[src/rtl/id_ex_stage.sv]
// id_ex_stage: ID/EX pipeline register plus operand select for the ALU.
// Latency: ID fields appear at the EX outputs one cycle after capture. EX/MEM and
//   MEM/WB forwarding onto In1/In2/ex_store_data is combinational, in the same cycle.
// Backpressure: stall holds every register. hazard_stall (load-use) asks ID to hold
//   while a bubble is loaded. flush overrides both and loads a bubble.
// Ports:
//   clk, rst_n               clock and synchronous active-low reset
//   id_*                     decoded instruction fields from ID
//   stall, flush             downstream hold / kill of the instruction being captured
//   exmem_*, memwb_*         write-back info from later stages, used for forwarding
//   hazard_stall             load-use stall request to PC and IF/ID
//   ex_valid, In1, In2       EX instruction valid flag and ALU operands
//   ALUOP, shamt             registered ALU opcode and shift amount
//   ex_store_data, ex_dest   forwarded rt for stores, write-back register number
//   ex_regwrite/memread/memwrite/branch  registered controls
module id_ex_stage #(
   parameter int DATA_W = 32,
   parameter int REG_W  = 5
) (
   input  logic              clk,
   input  logic              rst_n,
   input  logic              id_valid,
   input  logic [DATA_W-1:0] id_rs_data,
   input  logic [DATA_W-1:0] id_rt_data,
   input  logic [REG_W-1:0]  id_rs,
   input  logic [REG_W-1:0]  id_rt,
   input  logic [REG_W-1:0]  id_rd,
   input  logic [15:0]       id_imm,
   input  logic              id_signext,
   input  logic [4:0]        id_shamt,
   input  logic [2:0]        id_aluop,
   input  logic              id_alusrc,
   input  logic              id_regdst,
   input  logic              id_regwrite,
   input  logic              id_memread,
   input  logic              id_memwrite,
   input  logic [1:0]        id_branch,
   input  logic              stall,
   input  logic              flush,
   input  logic              exmem_regwrite,
   input  logic [REG_W-1:0]  exmem_rd,
   input  logic [DATA_W-1:0] exmem_result,
   input  logic              memwb_regwrite,
   input  logic [REG_W-1:0]  memwb_rd,
   input  logic [DATA_W-1:0] memwb_result,
   output logic              hazard_stall,
   output logic              ex_valid,
   output logic [DATA_W-1:0] In1,
   output logic [DATA_W-1:0] In2,
   output logic [2:0]        ALUOP,
   output logic [4:0]        shamt,
   output logic [DATA_W-1:0] ex_store_data,
   output logic [REG_W-1:0]  ex_dest,
   output logic              ex_regwrite,
   output logic              ex_memread,
   output logic              ex_memwrite,
   output logic [1:0]        ex_branch
);

   // Registered source fields needed for forwarding and operand select.
   logic [REG_W-1:0]  rs_q;
   logic [REG_W-1:0]  rt_q;
   logic [DATA_W-1:0] rs_data_q;
   logic [DATA_W-1:0] rt_data_q;
   logic [15:0]       imm_q;
   logic              signext_q;
   logic              alusrc_q;

   logic              uses_rt;
   logic              load_bubble;
   logic [DATA_W-1:0] fwd_rs;
   logic [DATA_W-1:0] fwd_rt;
   logic [DATA_W-1:0] ext_imm;

   // rt is a real source for R-type ops, stores (data) and branches (compare).
   assign uses_rt = !id_alusrc || id_memwrite || (id_branch != 2'b00);

   always_comb begin
      hazard_stall = 1'b0;
      if (!flush && id_valid && ex_valid && ex_memread && (ex_dest != '0)) begin
         hazard_stall = (ex_dest == id_rs) || ((ex_dest == id_rt) && uses_rt);
      end
   end

   // Reset, flush and an unstalled load-use bubble all clear the register.
   // A bubble under stall is not taken: the stall holds the load in EX instead.
   assign load_bubble = !rst_n || flush || (!stall && hazard_stall);

   always_ff @(posedge clk) begin
      if (load_bubble) begin
         ex_valid    <= 1'b0;
         rs_q        <= '0;
         rt_q        <= '0;
         rs_data_q   <= '0;
         rt_data_q   <= '0;
         imm_q       <= '0;
         signext_q   <= 1'b0;
         alusrc_q    <= 1'b0;
         ALUOP       <= '0;
         shamt       <= '0;
         ex_dest     <= '0;
         ex_regwrite <= 1'b0;
         ex_memread  <= 1'b0;
         ex_memwrite <= 1'b0;
         ex_branch   <= '0;
      end else if (!stall) begin
         ex_valid    <= id_valid;
         rs_q        <= id_rs;
         rt_q        <= id_rt;
         rs_data_q   <= id_rs_data;
         rt_data_q   <= id_rt_data;
         imm_q       <= id_imm;
         signext_q   <= id_signext;
         alusrc_q    <= id_alusrc;
         ALUOP       <= id_aluop;
         shamt       <= id_shamt;
         ex_dest     <= id_regdst ? id_rd : id_rt;
         ex_regwrite <= id_regwrite;
         ex_memread  <= id_memread;
         ex_memwrite <= id_memwrite;
         ex_branch   <= id_branch;
      end
   end

   // Forwarding: the younger EX/MEM result wins over MEM/WB; $0 never forwards.
   always_comb begin
      fwd_rs = rs_data_q;
      if (exmem_regwrite && (exmem_rd != '0) && (exmem_rd == rs_q)) begin
         fwd_rs = exmem_result;
      end else if (memwb_regwrite && (memwb_rd != '0) && (memwb_rd == rs_q)) begin
         fwd_rs = memwb_result;
      end
   end

   always_comb begin
      fwd_rt = rt_data_q;
      if (exmem_regwrite && (exmem_rd != '0) && (exmem_rd == rt_q)) begin
         fwd_rt = exmem_result;
      end else if (memwb_regwrite && (memwb_rd != '0) && (memwb_rd == rt_q)) begin
         fwd_rt = memwb_result;
      end
   end

   assign ext_imm       = {{(DATA_W-16){imm_q[15] & signext_q}}, imm_q};
   assign In1           = fwd_rs;
   assign In2           = alusrc_q ? ext_imm : fwd_rt;
   assign ex_store_data = fwd_rt;

endmodule

[config.mk]
export PLATFORM = sky130hd
export DESIGN_NAME = id_ex_stage
export DESIGN_NICKNAME = d
export VERILOG_FILES = /design/src/rtl/id_ex_stage.sv
export SDC_FILE = /design/constraint.sdc
export NUM_CORES = 1
export LEC_CHECK = 0
export CAP_MARGIN = 5
export CORE_MARGIN = 2
export CORE_UTILIZATION = 35
export CTS_BUF_LIST = sky130_fd_sc_hd__clkbuf_4
export DETAILED_ROUTE_END_ITERATION = 10
export PLACE_DENSITY = 0.73
export SLEW_MARGIN = 10
export SYNTH_ARGS = -nofsm -noshare
export SYNTH_HDL_FRONTEND = slang
export SYNTH_SLANG_ARGS = --single-unit
[constraint.sdc]
create_clock -name clk -period 3.5 [get_ports clk]
set_input_delay 0.525 -clock clk [delete_from_list [all_inputs] [get_ports clk]]
set_output_delay 0.525 -clock clk [all_outputs]
set_load 0.01 [all_outputs]
==> summary.txt, run 1 <==
Outcome
  – Status: finished with violations
  – Violated checks: negative setup slack

Clock network
  – CTS tree: yes
  – H-tree depth: 3
  – Clock root buffer: clkbuf_4
  – Worst-skew pair later-pin latency: 0.50 ns
  – Clock Sinks: 111
  – CTS Buf Count: 9
  – Reg clk slew, reported paths: 0.16 ns
  – Clock tree buffer depth: 2

Pwr
  – Cell internal pwr: 1.920 mW
  – Pleak: 4.508 nW
  – Combinational power share: 0.272
  – PnR Total Power: 2.701 mW
  – Flop pwr share: 0.496
  – Sw frac: 0.2891
  – Part of the power in the clock network: 0.232
  – VDD IR max: 0.0001510 V
  – NetSw: 0.7808 mW
  – Pwr dens: 272.1 nW/um^2

Timing
  – Final Setup Violations: 1
  – Period utilisation layout: 1.002
  – Final WS setup: -0.006593 ns
  – Skew final: 0.02137 ns
  – Slew Viols, Final: 0
  – RSZ-0062 raised after global routing: yes
  – Worst slew pin tran: 0.7979 ns
  – Relative slew slack: 0.4666
  – TNS Setup: -0.006593 ns
  – Endpoints failing hold: 0
  – Final min period: 3.507 ns
  – Max Freq: 0.2852 GHz
  – Hold slack final: 0.4897 ns

Finish
  – Nets: 1,149
  – Layout area overhead: 74.74%
  – Commonest non-fill, non-tap cells in the layout: clkdlybuf4s50_1, a22o_1, dfxtp_1
  – Most common cell after layout, fill and taps aside: clkdlybuf4s50_1
  – Share of cells above drive strength 1: 0.1590
  – Layout Utilization: 0.6250
  – Final non-filler cell total: 1,179
  – Fill count: 1,399
  – Post-route cell area: 9928 um^2

GRT
  – Initial antenna violation count: 1
  – First-pass GRT wire length: 36.72 mm
  – Largest net degree at the start of global routing: 79
  – Total GRT Usage: 0.2711
  – Gr ovfl total: 0
  – Vias in the first global route: 6,383

Floorplanning
  – Die area: 17,270 um^2
  – Die X: 131.4 um
  – Starting density of the core: 0.3577
  – Core area: 15,890 um^2
  – Row count: 46
  – # IOs: 308
  – Die height: 131.4 um

Yosys
  – Synth warn: 0
  – Seq/Total Area, Yosys: 0.3911
  – Synth top area share: 0.3911
  – Net count after synthesis: 811
  – Post-Syn Area: 5682 um^2
  – Synth unique cells: 39
  – Synth Instances: 619
  – Area contributors post-synth: dfxtp_1, a22o_1, mux2i_1, nor2_1, xnor2_1
  – Post-synthesis register bit count: 111
  – Mean Syn Cell Area: 9.179 um^2
  – Yosys top cell by area: dfxtp_1

Routing
  – Routed vias: 6,396
  – Routed Antenna Nets: 0
  – TritonRoute pass-1 iters: 5
  – Vias/cell: 5.425
  – Initial drt markers: 434
  – # DRC: 0
  – Routed wire length per instance: 20.25 um
  – WL final: 23.87 mm

Worst setup path
  – Reg2Reg Depth: 6
  – Worst R2R Start: ex_dest[1]$_SDFFE_PP0N_
  – R2r setup slk: 1.65 ns
  – Crit path required time: 2.97 ns
  – CP arrival: 2.98 ns
  – Worst r2r dst: rt_data_q[3]$_SDFFE_PP0N_
  – Setup CP Type: primary input to primary output
  – Crit. End Element: primary output
  – Highest fanout seen on the critical path: 14
  – Startpoint class of the critical path: primary input
  – Crit. Startpoint: exmem_rd[1]
  – CP endpoint: In2[0]

Place
  – Hpwl dp: 17.47 mm
  – Placed instance count: 1,146
  – Gpl congestion: 0.8903
  – Placement-stage worst setup slack: -0.3688 ns
  – IO Port Bufs: 307
  – Cell Area, Placed: 9358 um^2

Run
  – Max Cap Viol: 0

Worst hold path
  – Hold WC Path Type: flip-flop to flip-flop
==> cell usage after synthesis <==
| master | instances |
|---|---|
| a21oi_1 | 34 |
| a221oi_1 | 18 |
| a22o_1 | 111 |
| a31oi_1 | 14 |
| and2_1 | 2 |
| and3_1 | 18 |
| buf_1 | 7 |
| buf_2 | 17 |
| buf_4 | 4 |
| buf_6 | 2 |
| clkbuf_1 | 27 |
| clkbuf_2 | 1 |
| dfxtp_1 | 111 |
| inv_1 | 15 |
| mux2_2 | 19 |
| mux2i_1 | 32 |
| nand2_1 | 3 |
| nand2b_1 | 1 |
| nand3_1 | 3 |
| nand4_1 | 4 |
| nand4b_1 | 1 |
| nor2_1 | 72 |
| nor2b_1 | 1 |
| nor3_1 | 15 |
| nor4_2 | 1 |
| o211ai_2 | 1 |
| o211ai_4 | 1 |
| o21ai_0 | 15 |
| o22ai_1 | 1 |
| o31ai_1 | 18 |
| o41ai_1 | 1 |
| or2_1 | 1 |
| or2_2 | 1 |
| or3_1 | 14 |
| or4_1 | 2 |
| or4_4 | 1 |
| xnor2_1 | 25 |
| xnor2_2 | 1 |
| xor2_1 | 4 |
==> metal layers <==
layer	wire length, um	vias up	global-route usage
met2	11450	276	0.4523
met4	766	0	0.1147
li1	-	3017	-
met5	0	-	0
met3	1682	46	0.05517
met1	9969	3057	0.3401
==> power by group through the flow <==
stage | combinational (mW) | clock (mW) | sequential (mW)
floorplan | 0.244 | 0 | 1.36
global placement | 0.711 | 0 | 1.36
detailed placement | 0.715 | 0 | 1.36
CTS | 0.737 | 0.641 | 1.34
global route | 0.780 | 0.695 | 1.35
finish | 0.735 | 0.626 | 1.34
==> cell type report <==
class	instances	area, um^2	share of cell area
multi-input combinational	435	3374	0.3399
sequential	111	2223	0.2239
inverter	15	56.30	0.005671
timing repair buffer	385	3876	0.3904
clock inverter	5	42.54	0.004285
tap	216	270.3	0.02722
antenna	1	2.502	0.0002520
clock buffer	11	82.58	0.008318
==> logic make-up after synthesis <==
logic type	count (synthesis)	share of synthesized area
buffers and inverters	73	0.05748
and+or+nand+nor	140	0.1200
AOI/OAI and AO/OA	214	0.2898
muxes	51	0.09403
DFF	111	0.3911
xor gates and xnor gates	30	0.04757
==> how the worst min path moves through the flow <==
stage	from	to	slack, ns	cells past startpoint
after global placement	imm_q[0]$_SDFFE_PP0N_	imm_q[0]$_SDFFE_PP0N_	0.45	1
after CTS	rt_data_q[1]$_SDFFE_PP0N_	rt_data_q[1]$_SDFFE_PP0N_	0.49	1
after floorplan	rt_data_q[0]$_SDFFE_PP0N_	rt_data_q[0]$_SDFFE_PP0N_	0.44	1
final	rt_data_q[0]$_SDFFE_PP0N_	rt_data_q[0]$_SDFFE_PP0N_	0.49	1
after global routing	rs_data_q[21]$_SDFFE_PP0N_	rs_data_q[21]$_SDFFE_PP0N_	0.51	1
after detailed placement	rt_data_q[14]$_SDFFE_PP0N_	rt_data_q[14]$_SDFFE_PP0N_	0.45	1
==> flip-flops by register name, indices dropped and copies added (netlist names), 3 cells and up <==
| signal | flops |
|---|---|
| ex_dest | 5 |
| rt_data_q | 32 |
| shamt | 5 |
| rs_data_q | 32 |
| rt_q | 5 |
| rs_q | 5 |
| ALUOP | 3 |
| imm_q | 16 |
==> critical path, cell delays in order <==
cell and delay, ns:
clkdlybuf4s50_1 0.42, or4_4 0.56, o211ai_4 0.21, buf_4 0.15, buf_8 0.15, nor3_1 0.06
a31oi_1 0.19, mux2_2 0.19, clkdlybuf4s50_1 0.52
==> timing repair <==
item / in CTS / in global routing
resized for setup: 114 / 34
buffers inserted: 9 / 2
endpoints found under the setup margin: 96 / 34
endpoints found under the hold margin: 0 / 0
hold buffers: 0 / 0
pin swaps: 21 / 4
cloned: 5 / 0
Power figures use the tool's default switching activity.
==> run 2: changes to the inputs <==
--- a/config.mk
+++ b/config.mk
@@ -11,6 +11,7 @@
 export CTS_BUF_LIST = sky130_fd_sc_hd__clkbuf_4
 export DETAILED_ROUTE_END_ITERATION = 10
 export PLACE_DENSITY = 0.73
+export REMOVE_ABC_BUFFERS = 1
 export SLEW_MARGIN = 10
 export SYNTH_ARGS = -nofsm -noshare
 export SYNTH_HDL_FRONTEND = slang
==> run 2 against run 1 <==
  * Sequential share of layout area is 0.60 points lower
  * Largest cell class unchanged
  * Via count grew 1.2%
  * The run now ends clean
  * Critical endpoint is now In1[22]
  * Clock skew rose by 0.0046 ns
==> summary.txt, run 2 (synthesis gave the netlist of run 1 again) <==
Clock network
  – Reg clk slew, reported paths: 0.15 ns (about the same)
  – Hold buffers post-CTS: 0 (unchanged)
  – Worst-skew pair later-pin latency: 0.47 ns (-0.03 ns)
  – Clock root buffer: clkbuf_4
  – Clock tree buffer depth: 2 (unchanged)
  – Clock Sinks: 111 (unchanged)
  – CTS tree: yes
  – H-tree depth: 3 (unchanged)
  – CTS Buf Count: 9 (unchanged)

Worst setup path
  – Worst R2R Start: ex_dest[1]$_SDFFE_PP0N_
  – Reg2Reg Depth: 6 (unchanged)
  – R2r setup slk: 1.52 ns (-0.13 ns)
  – Highest fanout seen on the critical path: 16 (+2)
  – Crit. End Element: primary output
  – Crit path required time: 2.97 ns (about the same)
  – Setup CP Type: primary input to primary output
  – Worst r2r dst: rt_data_q[3]$_SDFFE_PP0N_
  – Startpoint class of the critical path: primary input
  – CP arrival: 2.93 ns (-0.05 ns)

Floorplanning
  – Row count: 46 (unchanged)
  – Die height: 131.4 um (unchanged)
  – Die X: 131.4 um (unchanged)
  – Core area: 15,890 um^2 (unchanged)
  – Starting density of the core: 0.3577 (unchanged)
  – Die area: 17,270 um^2 (unchanged)
  – # IOs: 308 (unchanged)

Place
  – Cell Area, Placed: 9450 um^2 (+0.99%)
  – Hpwl dp: 16.11 mm (-7.8%)
  – Gpl congestion: 0.8278 (-7.0%)
  – IO Port Bufs: 307 (unchanged)

Routing
  – TritonRoute pass-1 iters: 5 (unchanged)
  – Top Layer Used: met4
  – WL met3: 1.881 mm (+12%)
  – Vias/cell: 5.399 (-0.48%)
  – WL final: 23.53 mm (-1.5%)
  – Routed Antenna Nets: 0 (unchanged)
  – # DRC: 0 (unchanged)
  – Wl on met1: 9.715 mm (-2.5%)
  – Initial drt markers: 358 (-18%)
  – Routed vias: 6,473 (+1.2%)
  – Met2 wire len: 11.47 mm (about the same)
  – Routed wire length per instance: 19.62 um (-3.1%)

Finish
  – Sequential cell area: 2223 um^2 (unchanged)
  – Biggest regs: rs_data_q (32), rt_data_q (32), imm_q (16)
  – Post-route cell area: 10,200 um^2 (+2.8%)
  – Fill count: 1,373 (-1.9%)
  – Layout Utilization: 0.6423 (+0.01733)
  – Nets: 1,169 (+1.7%)
  – Share of cells above drive strength 1: 0.1843 (+0.02527)
  – Most common cell after layout, fill and taps aside: clkdlybuf4s50_1
  – Area of the multi-input gates: 3456 um^2 (+2.4%)
  – Layout area overhead: 79.59%
  – Commonest non-fill, non-tap cells in the layout: clkdlybuf4s50_1, a22o_1, dfxtp_1

Timing
  – Period utilisation layout: 0.9872 (-0.01468)
  – Relative slew slack: 0.5745 (+0.1079)
  – Max Freq: 0.2894 GHz (+1.5%)
  – TNS Setup: 0 ns (+0.006593 ns)
  – Final min period: 3.455 ns (-0.05137 ns)
  – Worst slew pin tran: 0.6383 ns (-0.1596 ns)
  – Slew Viols, Final: 0 (unchanged)
  – Endpoints failing hold: 0 (unchanged)
  – Skew final: 0.02598 ns (+0.004608 ns)
  – Final Setup Violations: 0 (-1)

GRT
  – Initial antenna violation count: 1 (unchanged)
  – Total GRT Usage: 0.2483 (-0.02288)
  – Gr ovfl total: 0 (unchanged)
  – Largest net degree at the start of global routing: 54 (-32%)
  – First-pass GRT wire length: 34.57 mm (-5.9%)
  – Vias in the first global route: 6,278 (-1.6%)

Pwr
  – VDD IR max: 0.0001734 V (+15%)
  – Pwr dens: 263.5 nW/um^2 (-3.1%)
  – Pleak: 4.594 nW (+1.9%)

Outcome
  – Status: completed

Worst hold path
  – WHS Endpoint: rt_data_q[3]$_SDFFE_PP0N_
  – Hold WC Path Type: flip-flop to flip-flop
  – Hold depth: 1 (unchanged)
  – Hold_sp: rt_data_q[3]$_SDFFE_PP0N_

Run
  – Max Cap Viol: 0 (unchanged)
run 2: stage by stage:
stage | std cells | hold WS (ns) | setup slack, ns | total power, mW
after floorplan | 561 | 0.4361 | -2.073 | 1.591
after detailed placement | 1150 | 0.4536 | -0.2713 | 2.082
after global placement | 1150 | 0.4502 | -0.2229 | 2.075
final | 1199 | 0.4908 | 0.04478 | 2.689
after global routing | 1199 | 0.5055 | -0.02889 | 2.807
after CTS | 1173 | 0.4948 | -0.03930 | 2.689
run 2: what timing repair did:
action                                  CTS  global route
hold endpoints to repair                  0             0
gates resized for setup                 102            60
setup buffers                             6            22
gates cloned                              1             3
pin swaps                                15            11
endpoints found under the setup margin   93            51
run 2: worst max-delay path by stage:
stage                start               endpoint  slack (ns)  depth (start not counted)
5_1_grt        memwb_rd[4]      ex_store_data[31]       -0.03                         11
6_report       memwb_rd[4]                In1[22]        0.04                          9
4_1_cts        memwb_rd[4]      ex_store_data[22]       -0.04                         10
3_3_place_gp   exmem_rd[3]                In2[23]       -0.22                          9
3_5_place_dp   memwb_rd[3]      ex_store_data[22]       -0.27                         10
2_1_floorplan    id_alusrc  ALUOP[0]$_SDFFE_PP0N_       -2.07                          5
run 2: power by group:
part           total (mW)  leakage, nW  switching (mW)  internal, mW
combinational       0.755         3.62           0.292         0.463
clock               0.591       0.0641           0.442         0.149
sequential           1.34        0.905          0.0352          1.31
run 2: per-layer routing:
metal / track usage / vias up
met5: 0 / -
li1: - / 3067
met1: 0.3042 / 3080
met4: 0.07790 / 0
met2: 0.4290 / 292
met3: 0.05980 / 34
run 2: cell type report:
class                           count  share of cell area
Multi-Input combinational cell    435              0.3387
Antenna cell                        1           0.0002452
Clock buffer                        9            0.006622
Clock inverter                      7            0.004660
Timing Repair Buffer              405              0.3999
Tap cell                          216             0.02649
Inverter                           15            0.005518
Sequential cell                   111              0.2179
run 2: worst max-delay path, cell delays in order:
cell and delay (ns):
clkdlybuf4s50_1 0.42, or4_4 0.58, nor2_4 0.14, nor4_4 0.07, buf_6 0.15, buf_12 0.17, mux2i_1 0.14, a21oi_1 0.16
clkdlybuf4s50_1 0.55
==> run 3: changes to the inputs <==
==> constraint.sdc (replaced) <==
create_clock -name clk -period 3.9 [get_ports clk]
set_input_delay 0.585 -clock clk [delete_from_list [all_inputs] [get_ports clk]]
set_output_delay 0.585 -clock clk [all_outputs]
set_load 0.01 [all_outputs]
==> run 3 against run 2 <==
  * Worst setup slack better by 0.066 ns
  * Clock power down 3.9%
  * Utilization down 5.9 points
  * Non-clock buffer count down 72
  * Combinational power down 18%
  * Die area unchanged
  * Register-to-register slack better by 0.38 ns
  * Sequential share of layout area up 2.2 points
  * Routed wire length down 10%
  * Via count down 5.8%
  * Clock skew up 0.0065 ns
  * Cell count down 6.0%
  * Critical path type unchanged
  * Critical endpoint is now In2[14]
  * Largest cell class unchanged
==> summary.txt, run 3 (synthesis gave the netlist of run 1 again) <==
Outcome
  – Status: completed

Timing
  – RSZ-0062 raised after global routing: yes
  – Final min period: 3.789 ns
  – Skew final: 0.03248 ns (+0.006501 ns)
  – Relative slew slack: 0.4830 (-0.09142)
  – Slew Viols, Final: 0 (unchanged)
  – Period utilisation layout: 0.9715
  – Endpoints failing hold: 0 (unchanged)
  – Worst slew pin tran: 0.7733 ns (+0.1350 ns)
  – Final WS setup: 0.1111 ns (+0.06635 ns)
  – Final Setup Violations: 0 (unchanged)
  – Max Freq: 0.2639 GHz

Routing
  – WL final: 21.14 mm (-10%)
  – TritonRoute pass-1 iters: 5 (unchanged)
  – Initial drt markers: 274 (-23%)
  – Routed Antenna Nets: 0 (unchanged)
  – # DRC: 0 (unchanged)
  – Routed vias: 6,095 (-5.8%)
  – Vias/cell: 5.408 (+0.18%)
  – Routed wire length per instance: 18.76 um (-4.4%)

GRT
  – Vias in the first global route: 5,889 (-6.2%)
  – Largest net degree at the start of global routing: 67 (+24%)
  – First-pass GRT wire length: 32.72 mm (-5.4%)
  – Gr ovfl total: 0 (unchanged)
  – Total GRT Usage: 0.2363 (-0.01200)
  – Initial antenna violation count: 1 (unchanged)

Clock network
  – CTS Buf Count: 9 (unchanged)
  – CTS tree: yes
  – Post CTS Setup Buffer Count: 0 (-6)
  – Reg clk slew, reported paths: 0.18 ns (+0.03 ns)
  – Hold buffers post-CTS: 0 (unchanged)
  – Post-cts resize count: 0 (-100%)
  – H-tree depth: 3 (unchanged)
  – Clock root buffer: clkbuf_4
  – Clock Sinks: 111 (unchanged)
  – Worst-skew pair later-pin latency: 0.48 ns (about the same)
  – Clock tree buffer depth: 2 (unchanged)

Pwr
  – VDD IR max: 0.0001800 V (+3.8%)
  – Pleak: 3.486 nW (-24%)
  – Pwr dens: 257.7 nW/um^2 (-2.2%)
  – PnR Total Power: 2.387 mW (-11%)

Finish
  – Most common cell after layout, fill and taps aside: clkdlybuf4s50_1
  – Commonest non-fill, non-tap cells in the layout: clkdlybuf4s50_1, a22o_1, dfxtp_1
  – Biggest regs: rs_data_q (32), rt_data_q (32), imm_q (16)
  – Post-route cell area: 9266 um^2 (-9.2%)
  – Share of cells above drive strength 1: 0.08462 (-0.09970)
  – Fill count: 1,435 (+4.5%)
  – Nets: 1,097 (-6.2%)
  – Layout area overhead: 63.09%

Worst setup path
  – Highest fanout seen on the critical path: 8 (-8)
  – CP top delay family: buffers and inverters
  – Crit path required time: 3.31 ns (+0.34 ns)
  – Worst path slowest cell: or4_4
  – Reg2Reg Depth: 6 (unchanged)
  – Ordered cell list for the critical path: clkdlybuf4s50_1 > or4_4 > o211ai_4 > or2_1 > buf_4 > a31oi_1 > mux2_2 > clkdlybuf4s50_1
  – CP dominant cell by count: clkdlybuf4s50_1
  – Cell depth of the worst setup path: 8 (-1)
  – Sum of buffers and inverters on the critical path: 3 (-1)
  – Setup CP Type: primary input to primary output
  – Slowest Stage Delay on Critical Path: 0.58 ns (about the same)
  – CP arrival: 3.20 ns (+0.27 ns)
  – Startpoint class of the critical path: primary input
  – Crit. End Element: primary output

Place
  – Cell Area, Placed: 9087 um^2 (-3.8%)
  – Placement-stage worst setup slack: 0.1004 ns (+0.3717 ns)
  – Gpl congestion: 0.8557 (+3.4%)
  – IO Port Bufs: 307 (unchanged)
  – Hpwl dp: 15.47 mm (-4.0%)

Floorplanning
  – Core area: 15,890 um^2 (unchanged)
  – Die area: 17,270 um^2 (unchanged)
  – Die height: 131.4 um (unchanged)
  – # IOs: 308 (unchanged)
  – Starting density of the core: 0.3577 (unchanged)
  – Row count: 46 (unchanged)
  – Die X: 131.4 um (unchanged)

Worst hold path
  – Hold WC Path Type: flip-flop to flip-flop
  – Hold depth: 1 (unchanged)

Run
  – Max Cap Viol: 0 (unchanged)
## run 3: through the flow
stage	utilization	cells	hold slack [ns]	setup TNS, ns
global route	0.5833	1127	0.5025	-0.01131
floorplan	-	561	0.4361	-211.53
global placement	0.5721	1110	0.4516	0
detailed placement	0.5721	1110	0.4538	0
CTS	0.5803	1126	0.4964	0
finish	0.5833	1127	0.4949	0
## run 3: final cells by class
class                           instances  area [um^2]  area share
Clock inverter                          7        63.81    0.006886
Multi-Input combinational cell        435         3194      0.3447
Sequential cell                       111         2223      0.2399
Antenna cell                            1        2.502   0.0002701
Tap cell                              216        270.3     0.02917
Clock buffer                            9        67.56    0.007291
Inverter                               15        56.30    0.006076
Timing Repair Buffer                  333         3388      0.3656
## run 3: layer usage
layer	GRT usage	wire [um]
met5	0	0
met4	0.08092	427
met3	0.05980	1711
met2	0.4078	10230
met1	0.2854	8772
## run 3: report_power, final
part           total, mW  internal [mW]  switching (mW)  leakage, nW
Sequential          1.20           1.17          0.0266        0.905
Combinational      0.619          0.382           0.237         2.51
Clock              0.568          0.146           0.422       0.0670
Total               2.39           1.70           0.686         3.49
## run 3: final timing paths
check	start	to	slack, ns
hold / removal	imm_q[5]$_SDFFE_PP0N_	imm_q[5]$_SDFFE_PP0N_	0.49
setup reg to reg	ex_dest[1]$_SDFFE_PP0N_	rs_data_q[3]$_SDFFE_PP0N_	1.90
setup / recovery	exmem_rd[1]	In2[14]	0.11
hold reg to reg	imm_q[5]$_SDFFE_PP0N_	imm_q[5]$_SDFFE_PP0N_	0.49
